File: config.mk
export PLATFORM = sky130hd
export DESIGN_NAME = pc_unit_flat
export DESIGN_NICKNAME = d
export VERILOG_FILES = /design/src/rtl/pc_unit_if.sv /design/src/rtl/pc_unit.sv /design/src/flat_wrapper.sv
export SDC_FILE = /design/constraint.sdc
export NUM_CORES = 1
export LEC_CHECK = 0
export CAP_MARGIN = 25
export CORE_ASPECT_RATIO = 0.8
export CORE_MARGIN = 10
export CORE_UTILIZATION = 48
export CTS_CLUSTER_SIZE = 25
export DETAILED_ROUTE_END_ITERATION = 8
export GPL_TIMING_DRIVEN = 0
export PLACE_DENSITY = 0.93
export SETUP_SLACK_MARGIN = 0.2
export SLEW_MARGIN = 20
export SYNTH_ARGS = -nofsm -noshare
export SYNTH_HDL_FRONTEND = slang
export SYNTH_SLANG_ARGS = --single-unit
File: constraint.sdc
create_clock -name clk -period 11.3 [get_ports clk]
set_input_delay 2.825 -clock clk [delete_from_list [all_inputs] [get_ports clk]]
set_output_delay 2.825 -clock clk [all_outputs]
set_load 0.05 [all_outputs]
File: src/rtl/pc_unit_if.sv
// Front-end control/operand bundle between the decoder/regfile side and pc_unit.
// The decoder side drives control and operands; pc_unit returns PC/NPC and RAS status.
interface pc_unit_if #(
  parameter int RAS_DEPTH = 4
);
  localparam int CW = $clog2(RAS_DEPTH) + 1;

  logic          stall;
  logic          exc_req;
  logic [31:0]   exc_vec;
  logic [2:0]    NPCOp;
  logic [25:0]   IMM;
  logic [31:0]   MY_RS;
  logic [31:0]   PC;
  logic [31:0]   NPC;
  logic [31:0]   ras_pred;
  logic [CW-1:0] ras_count;
  logic          ras_miss;

  modport master (
    output stall, exc_req, exc_vec, NPCOp, IMM, MY_RS,
    input  PC, NPC, ras_pred, ras_count, ras_miss
  );

  modport slave (
    input  stall, exc_req, exc_vec, NPCOp, IMM, MY_RS,
    output PC, NPC, ras_pred, ras_count, ras_miss
  );
endinterface

File: src/rtl/pc_unit.sv
// Registered PC with next-PC select, exception redirect and a return-address stack built only with `RAS_EN.
// NPC is combinational, PC loads it one cycle later; stall holds PC and RAS, exc_req overrides stall.
module pc_unit #(
  parameter logic [31:0] RESET_PC  = 32'h0000_3000,
  parameter int          RAS_DEPTH = 4
) (
  input logic      clk,
  input logic      rst,
  pc_unit_if.slave bus
);
  localparam int CW = $clog2(RAS_DEPTH) + 1;

  localparam logic [2:0] OP_PLUS4  = 3'b000;
  localparam logic [2:0] OP_BRANCH = 3'b001;
  localparam logic [2:0] OP_JUMP   = 3'b010;
  localparam logic [2:0] OP_JR     = 3'b011;
  localparam logic [2:0] OP_CALL   = 3'b100;
  localparam logic [2:0] OP_RET    = 3'b101;

  logic [31:0] pc_q;
  logic [31:0] pcplus4;
  logic [31:0] br_off;
  logic [31:0] npc;

  assign pcplus4 = pc_q + 32'd4;
  assign br_off  = {{14{bus.IMM[15]}}, bus.IMM[15:0], 2'b00};

  // CALL/RET share their targets with JUMP/JR; only the RAS side effects differ.
  always_comb begin
    npc = pcplus4;
    case (bus.NPCOp)
      OP_PLUS4:         npc = pcplus4;
      OP_BRANCH:        npc = pcplus4 + br_off;
      OP_JUMP, OP_CALL: npc = {pcplus4[31:28], bus.IMM, 2'b00};
      OP_JR, OP_RET:    npc = bus.MY_RS;
      default:          npc = pcplus4;
    endcase
  end

  always_ff @(posedge clk) begin
    if (rst) begin
      pc_q <= RESET_PC;
    end else if (bus.exc_req) begin
      pc_q <= bus.exc_vec;
    end else if (!bus.stall) begin
      pc_q <= npc;
    end
  end

  assign bus.PC  = pc_q;
  assign bus.NPC = npc;

`ifdef RAS_EN
  localparam int PW = $clog2(RAS_DEPTH);

  logic [31:0]   ras_mem [RAS_DEPTH];
  logic [PW-1:0] top_q;
  logic [PW-1:0] top_inc;
  logic [CW-1:0] cnt_q;
  logic          miss_q;
  logic          advance;
  logic          empty;
  logic          full;
  logic          do_push;
  logic          do_pop;

  assign advance = !bus.exc_req && !bus.stall;
  assign empty   = (cnt_q == '0);
  assign full    = (cnt_q == CW'(RAS_DEPTH));
  assign do_push = advance && (bus.NPCOp == OP_CALL);
  assign do_pop  = advance && (bus.NPCOp == OP_RET);
  assign top_inc = top_q + PW'(1);

  // top_q indexes the newest entry; a push into a full stack wraps onto the oldest slot.
  always_ff @(posedge clk) begin
    if (rst) begin
      top_q  <= '0;
      cnt_q  <= '0;
      miss_q <= 1'b0;
      for (int i = 0; i < RAS_DEPTH; i++) begin
        ras_mem[i] <= '0;
      end
    end else begin
      miss_q <= do_pop && (empty || (ras_mem[top_q] != bus.MY_RS));
      if (do_push) begin
        ras_mem[top_inc] <= pcplus4;
        top_q            <= top_inc;
        if (!full) begin
          cnt_q <= cnt_q + CW'(1);
        end
      end else if (do_pop && !empty) begin
        top_q <= top_q - PW'(1);
        cnt_q <= cnt_q - CW'(1);
      end
    end
  end

  assign bus.ras_pred  = empty ? 32'd0 : ras_mem[top_q];
  assign bus.ras_count = cnt_q;
  assign bus.ras_miss  = miss_q;
`else
  assign bus.ras_pred  = 32'd0;
  assign bus.ras_count = CW'(0);
  assign bus.ras_miss  = 1'b0;
`endif
endmodule
File: src/flat_wrapper.sv
// flat-port wrapper written by rule: the top's interface ports become plain ports
module pc_unit_flat 
#(
  parameter logic [31:0] RESET_PC  = 32'h0000_3000,
  parameter int          RAS_DEPTH = 4
)
  (clk, rst, bus_stall, bus_exc_req, bus_exc_vec, bus_NPCOp, bus_IMM, bus_MY_RS, bus_PC, bus_NPC, bus_ras_pred, bus_ras_count, bus_ras_miss);
  pc_unit_if #(.RAS_DEPTH(RAS_DEPTH)) bus_i ();
  input logic clk;
  input logic rst;
  input wire logic [$bits(bus_i.stall)-1:0] bus_stall;
  input wire logic [$bits(bus_i.exc_req)-1:0] bus_exc_req;
  input wire logic [$bits(bus_i.exc_vec)-1:0] bus_exc_vec;
  input wire logic [$bits(bus_i.NPCOp)-1:0] bus_NPCOp;
  input wire logic [$bits(bus_i.IMM)-1:0] bus_IMM;
  input wire logic [$bits(bus_i.MY_RS)-1:0] bus_MY_RS;
  output wire logic [$bits(bus_i.PC)-1:0] bus_PC;
  output wire logic [$bits(bus_i.NPC)-1:0] bus_NPC;
  output wire logic [$bits(bus_i.ras_pred)-1:0] bus_ras_pred;
  output wire logic [$bits(bus_i.ras_count)-1:0] bus_ras_count;
  output wire logic [$bits(bus_i.ras_miss)-1:0] bus_ras_miss;
  assign bus_i.stall = bus_stall;
  assign bus_i.exc_req = bus_exc_req;
  assign bus_i.exc_vec = bus_exc_vec;
  assign bus_i.NPCOp = bus_NPCOp;
  assign bus_i.IMM = bus_IMM;
  assign bus_i.MY_RS = bus_MY_RS;
  assign bus_PC = bus_i.PC;
  assign bus_NPC = bus_i.NPC;
  assign bus_ras_pred = bus_i.ras_pred;
  assign bus_ras_count = bus_i.ras_count;
  assign bus_ras_miss = bus_i.ras_miss;
  pc_unit #(.RESET_PC(RESET_PC), .RAS_DEPTH(RAS_DEPTH)) u_core (.clk(clk), .rst(rst), .bus(bus_i));
endmodule
==> summary.md, run 1 <==
| Metric | Value |
|---|---|
| Clock network fraction of design power | `19.5%` |
| Fraction of layout cells with a size suffix above 1 | `7.36%` |
| Result of the run | `finished clean` |
| Switching power of the nets | `0.000343 W` |
| TritonCTS clock tree | `built` |
| Top delay family on crit path | `buffers and inverters` |
| Number of buffers and inverters on the critical path | `4` |
| Type of the worst min-delay path | `flip-flop to flip-flop` |
| Portion of total power attributed to combinational logic | `61.4%` |
| Setup repair after global routing missed its margin | `false` |
| Initial standard-cell utilization of the core | `50.1%` |
| Flip-flop count of the largest register, all copies and words added | `32` |
| Areal power density over the cells | `108 nW/um^2` |
| Cell repeated most along the worst path | `sky130_fd_sc_hd__clkdlybuf4s50_1` |
| Total GRT Usage | `a little over a quarter` |
| Synth top area share | `13.8%` |
| DRT Pass-1 Iters | `7` |
| Boundary pin count | `197` |
| Worst setup path class | `input pin to output pin` |
| Final estimated routing congestion in global placement | `1.03` |
| Via count of the first global-routing pass | `between 5000 and 6000` |
| Post-synth ARST share | `0%` |
| Yosys warnings | `0` |
| Actual transition at the worst max-transition pin | `0.934 ns` |
| Post-layout net count | `974` |
| Wirelength per Cell | `20.6 um` |
| Power Internal | `around 0.00037 W` |
| Sum of internal, switching and leakage power | `0.000717 W` |
| Proportion of synthesized chip area in sequential cells | `13.8%` |
| Standard cell with the maximum stage delay on the critical path | `sky130_fd_sc_hd__clkdlybuf4s50_1` |
| Most used standard cells in the synthesized netlist | `78 x sky130_fd_sc_hd__nand2_1, 52 x sky130_fd_sc_hd__a21oi_1, 52 x sky130_fd_sc_hd__nor2_1, 38 x sky130_fd_sc_hd__xnor2_1, 36 x sky130_fd_sc_hd__buf_4` |
| Core Box Area | `9230 um^2` |
| Post-layout minimum cycle time | `~9.8 ns` |
| EDFF count, synth | `0` |
| Number of antenna violations at the first check in global routing | `0` |
| Total wire length after detailed routing | `roughly 20 mm` |
| Worst Setup End Kind | `output pin` |
| Avg Synthesized Cell Area | `7.20 um^2` |
| Clock Sink Count | `32` |
| Hold violation total from the final report | `0` |
| Most common cell in the synthesized netlist | `sky130_fd_sc_hd__nand2_1` |
| FILL cells | `745` |
| Number of vias per cell | `5.85` |
| Chip height | `108 um` |
| Wire length of the first global-routing pass | `29.9 mm` |
| Cell types occupying the most area after synthesis | `sky130_fd_sc_hd__dfxtp_1 14%, sky130_fd_sc_hd__ha_1 9.2%, sky130_fd_sc_hd__xnor2_1 7.2%` |
| Post-synth top area cell | `sky130_fd_sc_hd__dfxtp_1` |
| Final ANT Viol Nets | `0` |
| Grt total ovfl | `0` |
| Root buffer selected by CTS | `sky130_fd_sc_hd__clkbuf_16` |
| Total die area | `14000 um^2` |
| Die outline width | `130 um` |
| Remaining routing DRC violations | `0` |
| Chain of cells forming the critical path | `clkdlybuf4s50_1 -> ha_1 -> clkbuf_1 -> a21o_1 -> a21oi_1 -> nor2_1 -> o41ai_1 -> o21a_1 -> o21ai_0 -> xnor2_1 -> a21boi_0 -> inv_1 -> clkdlybuf4s50_1` |
| Switch share | `47.9%` |
| Crit path max fanout | `17` |
| Number of max-slew violations in the final report | `0` |
| Area taken by multi-input logic gates | `3640 um^2` |
| Total of flip-flops plus latches after synthesis | `32` |
| FP Rows | `31` |
| Final sum of negative setup slack | `0 ns` |
| Synthesis-to-finish area growth | `43.2%` |
| Clock skew | `approximately 0.0052 ns` |
| Maximum buffer depth of the clock tree | `2` |
| HPWL after detailed placement | `16.1 mm` |
| Max stage delay on crit path | `0.98 ns` |
| Clk slew on worst S/H paths | `0.05 ns` |
| CTS H-tree lvls | `2` |
| Critical Path Source Type | `input pin` |
| Upper clock frequency limit | `0.102 GHz` |
| Max-slew headroom at the worst pin | `a little under two fifths` |
| Diode insertion count for antenna repair | `0` |
| Primary flip-flop cell chosen by synthesis mapping | `sky130_fd_sc_hd__dfxtp_1` |
| Cell count after synthesis | `between 600 and 700` |
| Arrival time of the worst setup path | `7.00 ns` |
| Maximum vdd ir drop | `126 uV` |
| Distinct cell type count after synthesis | `64` |
| Source-to-sink clock delay at the later pin of the worst-skew pair | `between 0.2 and 0.3 ns` |
| Routed vias | `5600` |
| Post-CTS setup buffer count | `0` |
| FF/Latch Area | `about 640 um^2` |
| Largest net degree at the start of global routing | `18` |
| Leakage power figure | `2.95 nW` |
| Number of buffers added by the clock tree synthesis step | `5` |
| DRC marker count from the first detailed-route iteration | `690` |
| Cts hold-fix bufs | `0` |
| Maxcap violations | `0` |
| Number of failing setup endpoints in the final timing report | `0` |
| Netlist Area Pre-Place | `around 4600 um^2` |
| Final period utilization | `87.0%` |
| Count of cells resized by post-cts repair | `0` |
| Data required, critical path | `~8.5 ns` |
| Reg power frac | `19.0%` |
| Count of input and output buffers | `157` |
-- per-layer routing --
layer  up-vias  part of all wire [%]  track usage, %
met5         -                     0               0
met3        28                    13            7.34
met4         0                   1.6            7.05
li1       2646                     -               -
met2       366                    46            43.2
met1      2560                    40            35.0
-- worst paths after layout --
check                                  startpoint                 to  slack, ns  cells past startpoint
worst min register to register  u_core.bus.PC[29]  u_core.bus.PC[29]       0.61                      2
worst max-delay path                  bus_IMM[15]        bus_NPC[29]       1.47                     13
worst min-delay path            u_core.bus.PC[29]  u_core.bus.PC[29]       0.61                      2
worst max register to register   u_core.bus.PC[6]  u_core.bus.PC[29]       6.78                     16
-- power by group through the flow --
stage | clock (W) | combinational [W] | sequential (W)
after global placement | 0 | 0.000424 | 0.000137
after floorplan | 0 | 0.000256 | 0.000165
after global routing | 0.000143 | 0.000463 | 0.000137
final | 0.000140 | 0.000440 | 0.000136
after CTS | 0.000140 | 0.000431 | 0.000135
after detailed placement | 0 | 0.000427 | 0.000137
-- logic make-up after synthesis --
family                   count (synthesis)  synth area share [%]
AND/OR/NAND/NOR                        209                  21.3
AO/OA/AOI/OAI                          188                  27.2
buffers and inverters                   90                  10.3
XOR/XNOR                                54                  10.2
adder cells (fa/ha/maj)                 35                  9.62
multiplexers                            34                  7.46
flip-flops                              32                  13.8
other                                    1                0.0810
-- cell usage in the layout (no fill, tap or decap), drive strengths merged, types with 32 or more instances in the layout --
| cell | synthesis | routed |
|---|---|---|
| ha | 34 | 34 |
| conb | 1 | 36 |
| buf | 42 | 42 |
| clkdlybuf4s50 | 0 | 157 |
| nor2 | 52 | 52 |
| dfxtp | 32 | 32 |
| a21oi | 52 | 52 |
| o21ai | 35 | 35 |
| xnor2 | 38 | 38 |
| nand2 | 78 | 78 |
-- worst register-to-register path, stage by stage (launching register included) --
cell and delay, ns:
sky130_fd_sc_hd__dfxtp_1 0.50, sky130_fd_sc_hd__and4_1 0.34, sky130_fd_sc_hd__nand4_1 0.24, sky130_fd_sc_hd__nor2_1 0.34, sky130_fd_sc_hd__nand3_1 0.14, sky130_fd_sc_hd__xnor2_1 0.38, sky130_fd_sc_hd__ha_1 0.31, sky130_fd_sc_hd__clkbuf_1 0.19
sky130_fd_sc_hd__a21o_1 0.23, sky130_fd_sc_hd__a21oi_1 0.14, sky130_fd_sc_hd__nor2_1 0.07, sky130_fd_sc_hd__o41ai_1 0.46, sky130_fd_sc_hd__o21a_1 0.20, sky130_fd_sc_hd__o21ai_0 0.11, sky130_fd_sc_hd__xnor2_1 0.17, sky130_fd_sc_hd__a21boi_0 0.39
sky130_fd_sc_hd__o221ai_1 0.16
-- metrics by stage --
stage | hold slack (ns) | worst slack [ns] | area (um^2) | utilization (%) | std cells
2_1_floorplan | 0.764 | 3.05 | 4760 | - | 678
3_3_place_gp | 0.567 | 1.60 | 6480 | 70.2 | 950
5_1_grt | 0.633 | 1.18 | 6630 | 71.8 | 957
3_5_place_dp | 0.584 | 1.60 | 6480 | 70.2 | 950
4_1_cts | 0.590 | 1.58 | 6630 | 71.8 | 957
6_report | 0.612 | 1.47 | 6630 | 71.8 | 957
-- final cells by class --
class	count	area share (%)
clock buffers	7	2.30
multi-input cells	556	55.0
well taps	115	2.17
repair buffers	157	23.7
flip-flops and latches	32	9.66
plain buffers	66	5.81
inverters	24	1.36
(Power assumes the default switching activity.)
==> inputs of run 2 (changes only) <==
--- a/config.mk
+++ b/config.mk
@@ -12,7 +12,7 @@
 export CTS_CLUSTER_SIZE = 25
 export DETAILED_ROUTE_END_ITERATION = 8
 export GPL_TIMING_DRIVEN = 0
-export PLACE_DENSITY = 0.93
+export PLACE_DENSITY = 0.89
 export SETUP_SLACK_MARGIN = 0.2
 export SLEW_MARGIN = 20
 export SYNTH_ARGS = -nofsm -noshare
==> run 2 against run 1 <==
Effect of this change: sequential share of layout area is the same; sequential power is essentially flat; clock power is essentially flat; power grew 0.40%; combinational power grew 0.9%; first-iteration DRC count grew 0.72%; register-to-register slack lost 0.15 ns; core utilization is the same; design area is the same; critical endpoint is now bus_NPC[30].
==> summary.md, run 2 (synthesis gave the netlist of run 1 again) <==
| Metric | Value |
|---|---|
| Result of the run | `finished clean` |
| Final sum of negative setup slack | `0 ns (unchanged)` |
| Reg-to-reg slack, setup | `6.63 ns (-0.15 ns)` |
| Arrival time of the worst setup path | `7.03 ns (+0.03 ns)` |
| Crit path setup slack, layout | `1.45 ns (-0.0268 ns)` |
| Worst setup path class | `input pin to output pin` |
| Count of cells resized by post-cts repair | `0 (unchanged)` |
| Number of buffers and inverters on the critical path | `3 (-1)` |
| Number of failing setup endpoints in the final timing report | `0 (unchanged)` |
| Standard cell with the maximum stage delay on the critical path | `sky130_fd_sc_hd__clkdlybuf4s50_1` |
| Grt total ovfl | `0 (unchanged)` |
| Post-layout net count | `974 (unchanged)` |
| Clock Sink Count | `32 (unchanged)` |
| Sum of internal, switching and leakage power | `0.000719 W (+0.40%)` |
| Total GRT Usage | `27.8% (+0.79 points)` |
| Boundary pin count | `197 (unchanged)` |
| Fraction of layout cells with a size suffix above 1 | `7.36% (unchanged)` |
| Chain of cells forming the critical path | `clkdlybuf4s50_1 -> ha_1 -> inv_1 -> fa_1 -> nor2b_1 -> o2111ai_1 -> a21oi_1 -> nor2b_1 -> o31ai_2 -> a41oi_2 -> nor3_1 -> mux2_1 -> nand2_1 -> clkdlybuf4s50_1` |
| Max-slew headroom at the worst pin | `38.9% (+1.4 points)` |
| Critical Path Source Type | `input pin` |
| Routed vias | `5750 (+2.7%)` |
| Post-CTS setup buffer count | `0 (unchanged)` |
| Reg2Reg Launch Point | `u_core.bus.PC[3]` |
| Largest net degree at the start of global routing | `18 (unchanged)` |
| Cts hold-fix bufs | `0 (unchanged)` |
| HP Start | `u_core.bus.PC[29]` |
| Crit path max fanout | `4 (-13)` |
| Capture instance of the worst register-to-register path | `u_core.bus.PC[29]` |
| Number of buffers added by the clock tree synthesis step | `5 (unchanged)` |
| Number of vias per cell | `6.01 (+2.7%)` |
| DRC marker count from the first detailed-route iteration | `695 (+0.72%)` |
| Hold violation total from the final report | `0 (unchanged)` |
| DRT Pass-1 Iters | `5 (-2)` |
| Diode insertion count for antenna repair | `0 (unchanged)` |
| Areal power density over the cells | `109 nW/um^2 (+0.40%)` |
| Type of the worst min-delay path | `flip-flop to flip-flop` |
| Maximum buffer depth of the clock tree | `2 (unchanged)` |
| Root buffer selected by CTS | `sky130_fd_sc_hd__clkbuf_16` |
| Worst hold slack | `0.601 ns (-0.0105 ns)` |
| Leading cell types in the layout, fill and taps excluded | `157 x sky130_fd_sc_hd__clkdlybuf4s50_1, 78 x sky130_fd_sc_hd__nand2_1, 52 x sky130_fd_sc_hd__nor2_1, 52 x sky130_fd_sc_hd__a21oi_1, 38 x sky130_fd_sc_hd__xnor2_1` |
| Worst Hold Path EP | `u_core.bus.PC[29]` |
| Total die area | `14000 um^2 (unchanged)` |
| Clk slew on worst S/H paths | `0.05 ns (about the same)` |
| Worst Setup End Kind | `output pin` |
| CTS H-tree lvls | `2 (unchanged)` |
| Final ANT Viol Nets | `0 (unchanged)` |
| Wirelength per Cell | `21.4 um (+3.9%)` |
| HPWL after detailed placement | `17.0 mm (+5.8%)` |
| Clock skew | `0.00210 ns (-0.00314 ns)` |
| Via count of the first global-routing pass | `5607 (+6.4%)` |
| Synthesis-to-finish area growth | `43.2% (unchanged)` |
| Reg2reg path depth | `17 (+1)` |
| Actual transition at the worst max-transition pin | `0.917 ns (-0.0176 ns)` |
| Final estimated routing congestion in global placement | `1.00 (-3.0%)` |
| FF/Latch Area | `641 um^2 (unchanged)` |
| Most common cell after layout, fill and taps aside | `sky130_fd_sc_hd__clkdlybuf4s50_1` |
| Post-layout minimum cycle time | `9.85 ns (+0.0268 ns)` |
| Max stage delay on crit path | `0.81 ns (-0.17 ns)` |
| Initial standard-cell utilization of the core | `50.1% (unchanged)` |
| Count of input and output buffers | `157 (unchanged)` |
| Maxcap violations | `0 (unchanged)` |
| Area taken by multi-input logic gates | `3640 um^2 (unchanged)` |
| Remaining routing DRC violations | `0 (unchanged)` |
| Final period utilization | `87.2% (+0.24 points)` |
| Chip height | `108 um (unchanged)` |
| Top delay family on crit path | `buffers and inverters` |
| FP Rows | `31 (unchanged)` |
| Core Box Area | `9230 um^2 (unchanged)` |
| Worst hold path depth | `2 (unchanged)` |
| Data required, critical path | `8.48 ns (about the same)` |
| Number of antenna violations at the first check in global routing | `0 (unchanged)` |
| Number of max-slew violations in the final report | `0 (unchanged)` |
| Maximum vdd ir drop | `101 uV (-20%)` |
| Upper clock frequency limit | `0.101 GHz (-0.27%)` |
| Placed inst area | `6480 um^2 (unchanged)` |
| Setup slack at placement | `1.56 ns (-0.0465 ns)` |
| Flip-flop count of the largest register, all copies and words added | `32 (unchanged)` |
| Total wire length after detailed routing | `20.5 mm (+3.9%)` |
| Leakage power figure | `2.95 nW (unchanged)` |
| Wire length of the first global-routing pass | `31.0 mm (+3.5%)` |
| Source-to-sink clock delay at the later pin of the worst-skew pair | `0.27 ns (about the same)` |
| Setup repair after global routing missed its margin | `false` |
| TritonCTS clock tree | `built` |
| FILL cells | `764 (+2.6%)` |
| Area of all placed cells without fillers | `6630 um^2 (unchanged)` |
| Die outline width | `130 um (unchanged)` |
run 2: cell counts in the layout (fill, tap and decap cells not counted):
No cell type changed its count.
run 2: worst max-delay path by stage:
stage	from	end	slack (ns)	cells after the start
6_report	bus_IMM[0]	bus_NPC[30]	1.45	14
2_1_floorplan	bus_IMM[0]	bus_NPC[10]	3.05	9
3_5_place_dp	bus_IMM[15]	bus_NPC[29]	1.56	13
5_1_grt	bus_IMM[15]	bus_NPC[29]	1.30	13
3_3_place_gp	bus_IMM[15]	bus_NPC[29]	1.58	13
4_1_cts	bus_IMM[15]	bus_NPC[29]	1.55	13
run 2: worst min-delay path, delay by kind of cell (launching register included):
family	cells	cell delay (ns)
simple gates	1	0.09
flops	1	0.35
compound gates	1	0.10
run 2: area by class of cell:
class                           count  share of cell area (%)
Clock buffer                        7                    2.30
Inverter                           24                    1.36
Tap cell                          115                    2.17
Timing Repair Buffer              157                    23.7
Multi-Input combinational cell    556                    55.0
Buffer                             66                    5.81
Sequential cell                    32                    9.66
run 2: through the flow:
| step | std cells | util, % |
|---|---|---|
| after floorplan | 678 | - |
| after global placement | 950 | 70.2 |
| after detailed placement | 950 | 70.2 |
| after CTS | 957 | 71.8 |
| after global routing | 957 | 71.8 |
| final | 957 | 71.8 |
run 2: power breakdown:
group,leakage [nW],internal [W],switching (W)
sequential,0.265,0.000122,0.0000146
clock,0.0760,0.0000923,0.0000462
combinational,2.60,0.000159,0.000285
run 2: per-layer routing:
metal | up-vias | global-route usage [%] | part of all wire [%]
met4 | 0 | 6.65 | 1.6
met5 | - | 0 | 0
met3 | 39 | 8.17 | 12
met2 | 425 | 44.8 | 46
li1 | 2638 | - | -
met1 | 2648 | 35.6 | 40
==> inputs of run 3 (changes only) <==
--- a/config.mk
+++ b/config.mk
@@ -11,8 +11,8 @@
 export CORE_UTILIZATION = 48
 export CTS_CLUSTER_SIZE = 25
 export DETAILED_ROUTE_END_ITERATION = 8
-export GPL_TIMING_DRIVEN = 0
 export PLACE_DENSITY = 0.89
+export REMOVE_ABC_BUFFERS = 1
 export SETUP_SLACK_MARGIN = 0.2
 export SLEW_MARGIN = 20
 export SYNTH_ARGS = -nofsm -noshare
==> run 3 against run 2 <==
Effect of this change: sequential power is essentially flat; largest power group unchanged; via count is 5.6% lower; clock power up 4%; sequential share of layout area up 0.44 points; core utilization fell by 3.2 points; largest cell class unchanged; combinational power fell by 6.1%; critical path type unchanged.
==> summary.md, run 3 (synthesis gave the netlist of run 1 again) <==
| Metric | Value |
|---|---|
| Post-layout minimum cycle time | `9.85 ns (-0.00189 ns)` |
| Number of max-slew violations in the final report | `0 (unchanged)` |
| Arrival time of the worst setup path | `7.03 ns (about the same)` |
| Setup slack at placement | `1.57 ns (+0.0121 ns)` |
| Top delay family on crit path | `buffers and inverters` |
| Critical Path Source Type | `input pin` |
| Root buffer selected by CTS | `sky130_fd_sc_hd__clkbuf_16` |
| Total wire length after detailed routing | `18.8 mm (-8.1%)` |
| Non-filler instance count after layout | `903 (-5.6%)` |
| Actual transition at the worst max-transition pin | `1.01 ns (+0.0933 ns)` |
| Final sum of negative setup slack | `0 ns (unchanged)` |
| Diode insertion count for antenna repair | `0 (unchanged)` |
| Maximum buffer depth of the clock tree | `2 (unchanged)` |
| Clock skew | `0.00519 ns (+0.00309 ns)` |
| Setup repair after global routing missed its margin | `false` |
| Crit path setup slack, layout | `1.45 ns (+0.00189 ns)` |
| Initial standard-cell utilization of the core | `50.1% (unchanged)` |
| Synthesis-to-finish area growth | `36.9%` |
| Crit path max fanout | `4 (unchanged)` |
| Die outline width | `130 um (unchanged)` |
| Max-slew headroom at the worst pin | `32.6% (-6.3 points)` |
| Core Box Area | `9230 um^2 (unchanged)` |
| Via count of the first global-routing pass | `5542 (-1.2%)` |
| Source-to-sink clock delay at the later pin of the worst-skew pair | `0.28 ns (about the same)` |
| DRC marker count from the first detailed-route iteration | `425 (-39%)` |
| Standard cell with the maximum stage delay on the critical path | `sky130_fd_sc_hd__clkdlybuf4s50_1` |
| CTS H-tree lvls | `2 (unchanged)` |
| Areal power density over the cells | `110 nW/um^2 (+1.3%)` |
| Clock Sink Count | `32 (unchanged)` |
| Type of the worst min-delay path | `flip-flop to flip-flop` |
| Number of placed instances with taps included | `895 (-5.8%)` |
| Leading cell types in the layout, fill and taps excluded | `159 x sky130_fd_sc_hd__clkdlybuf4s50_1, 78 x sky130_fd_sc_hd__nand2_1, 52 x sky130_fd_sc_hd__a21oi_1` |
| Leakage power figure | `2.76 nW (-6.2%)` |
| Result of the run | `finished clean` |
| Clk slew on worst S/H paths | `0.06 ns (about the same)` |
| Power Internal | `0.000362 W (-3.2%)` |
| Worst Setup End Kind | `output pin` |
| Fraction of layout cells with a size suffix above 1 | `4.44% (-2.9 points)` |
| Cts hold-fix bufs | `0 (unchanged)` |
| Count of input and output buffers | `160 (+1.9%)` |
| FILL cells | `783 (+2.5%)` |
| Grt total ovfl | `0 (unchanged)` |
| Post-CTS setup buffer count | `0 (unchanged)` |
| Number of buffers added by the clock tree synthesis step | `5 (unchanged)` |
| Total die area | `14000 um^2 (unchanged)` |
| HPWL after detailed placement | `14.7 mm (-14%)` |
| Chip height | `108 um (unchanged)` |
| Hold violation total from the final report | `0 (unchanged)` |
| TritonCTS clock tree | `built` |
| Count of cells resized by post-cts repair | `0 (unchanged)` |
| Maxcap violations | `0 (unchanged)` |
| Reg power frac | `19.5% (+0.5 points)` |
| Total GRT Usage | `25.8% (-2.1 points)` |
| Worst hold slack | `0.597 ns (-0.00350 ns)` |
| Routed vias | `5426 (-5.6%)` |
| Portion of total power attributed to combinational logic | `59.8% (-1.9 points)` |
| Upper clock frequency limit | `0.102 GHz (about the same)` |
| FP Rows | `31 (unchanged)` |
| Final estimated routing congestion in global placement | `0.915 (-8.5%)` |
| Sum of internal, switching and leakage power | `0.000696 W (-3.2%)` |
| Wire length of the first global-routing pass | `29.2 mm (-5.8%)` |
| DRT Pass-1 Iters | `5 (unchanged)` |
| Most common cell after layout, fill and taps aside | `sky130_fd_sc_hd__clkdlybuf4s50_1` |
| Maximum vdd ir drop | `70.5 uV (-30%)` |
| Flip-flop count of the largest register, all copies and words added | `32 (unchanged)` |
| Boundary pin count | `197 (unchanged)` |
| Final period utilization | `87.2% (about the same)` |
| Final ANT Viol Nets | `0 (unchanged)` |
| Number of failing setup endpoints in the final timing report | `0 (unchanged)` |
| Chain of cells forming the critical path | `clkdlybuf4s50_1 -> ha_1 -> inv_1 -> fa_1 -> nor2b_1 -> o2111ai_1 -> a21oi_1 -> nor2b_1 -> o31ai_2 -> a41oi_2 -> nor3_1 -> mux2_1 -> nand2_1 -> clkdlybuf4s50_1` |
| Post-layout net count | `919 (-5.6%)` |
| Data required, critical path | `8.48 ns (about the same)` |
| Switching power of the nets | `0.000335 W (-3.2%)` |
| Largest net degree at the start of global routing | `41 (+23)` |
| Wirelength per Cell | `20.8 um (-2.6%)` |
| Switch share | `48.1% (about the same)` |
| Clock network fraction of design power | `20.7% (+1.4 points)` |
| Number of buffers and inverters on the critical path | `3 (unchanged)` |
| Remaining routing DRC violations | `0 (unchanged)` |
| Number of vias per cell | `6.01 (about the same)` |
| Number of antenna violations at the first check in global routing | `0 (unchanged)` |
| Worst setup path class | `input pin to output pin` |
| Max stage delay on crit path | `0.81 ns (about the same)` |
[run 3: worst paths after layout]
check / from / end / cells past startpoint / slack [ns]
max: bus_IMM[0] / bus_NPC[30] / 14 / 1.45
min: u_core.bus.PC[29] / u_core.bus.PC[29] / 2 / 0.60
max reg2reg: u_core.bus.PC[2] / u_core.bus.PC[29] / 16 / 6.98
min reg2reg: u_core.bus.PC[29] / u_core.bus.PC[29] / 2 / 0.60
[run 3: through the flow]
step / area, um^2 / util (%)
2_1_floorplan: 4380 / -
3_3_place_gp: 6190 / 67.1
3_5_place_dp: 6190 / 67.1
4_1_cts: 6340 / 68.7
5_1_grt: 6340 / 68.7
6_report: 6340 / 68.7
[run 3: area by class of cell]
cell class / count / area [um^2] / share of cell area (%)
Inverter: 24 / 90.1 / 1.42
Sequential cell: 32 / 641 / 10.1
Multi-Input combinational cell: 556 / 3660 / 57.7
Clock buffer: 8 / 146 / 2.31
Tap cell: 115 / 144 / 2.27
Timing Repair Buffer: 168 / 1660 / 26.1
[run 3: per-layer routing]
metal | global-route usage [%] | up-vias | wire length (um)
met2 | 41.1 | 307 | 8380
met1 | 32.4 | 2546 | 8020
met5 | 0 | - | 0
li1 | - | 2542 | -
met4 | 6.41 | 0 | 268
met3 | 8.76 | 31 | 2150
[run 3: power groups by stage]
stage / logic [W] / clock network (W) / registers [W]
floorplan: 0.000239 / 0 / 0.000165
finish: 0.000417 / 0.000144 / 0.000136
CTS: 0.000412 / 0.000143 / 0.000135
global placement: 0.000405 / 0 / 0.000137
detailed placement: 0.000410 / 0 / 0.000137
global route: 0.000443 / 0.000148 / 0.000137
[run 3: worst register-to-register path: cells and delay by family, from the launching register on]
family / cells / cell delay [ns]
simple gates: 5 / 1.15
flops: 1 / 0.42
fa+ha+maj: 2 / 0.60
xor+xnor: 2 / 0.44
compound gates: 7 / 1.59
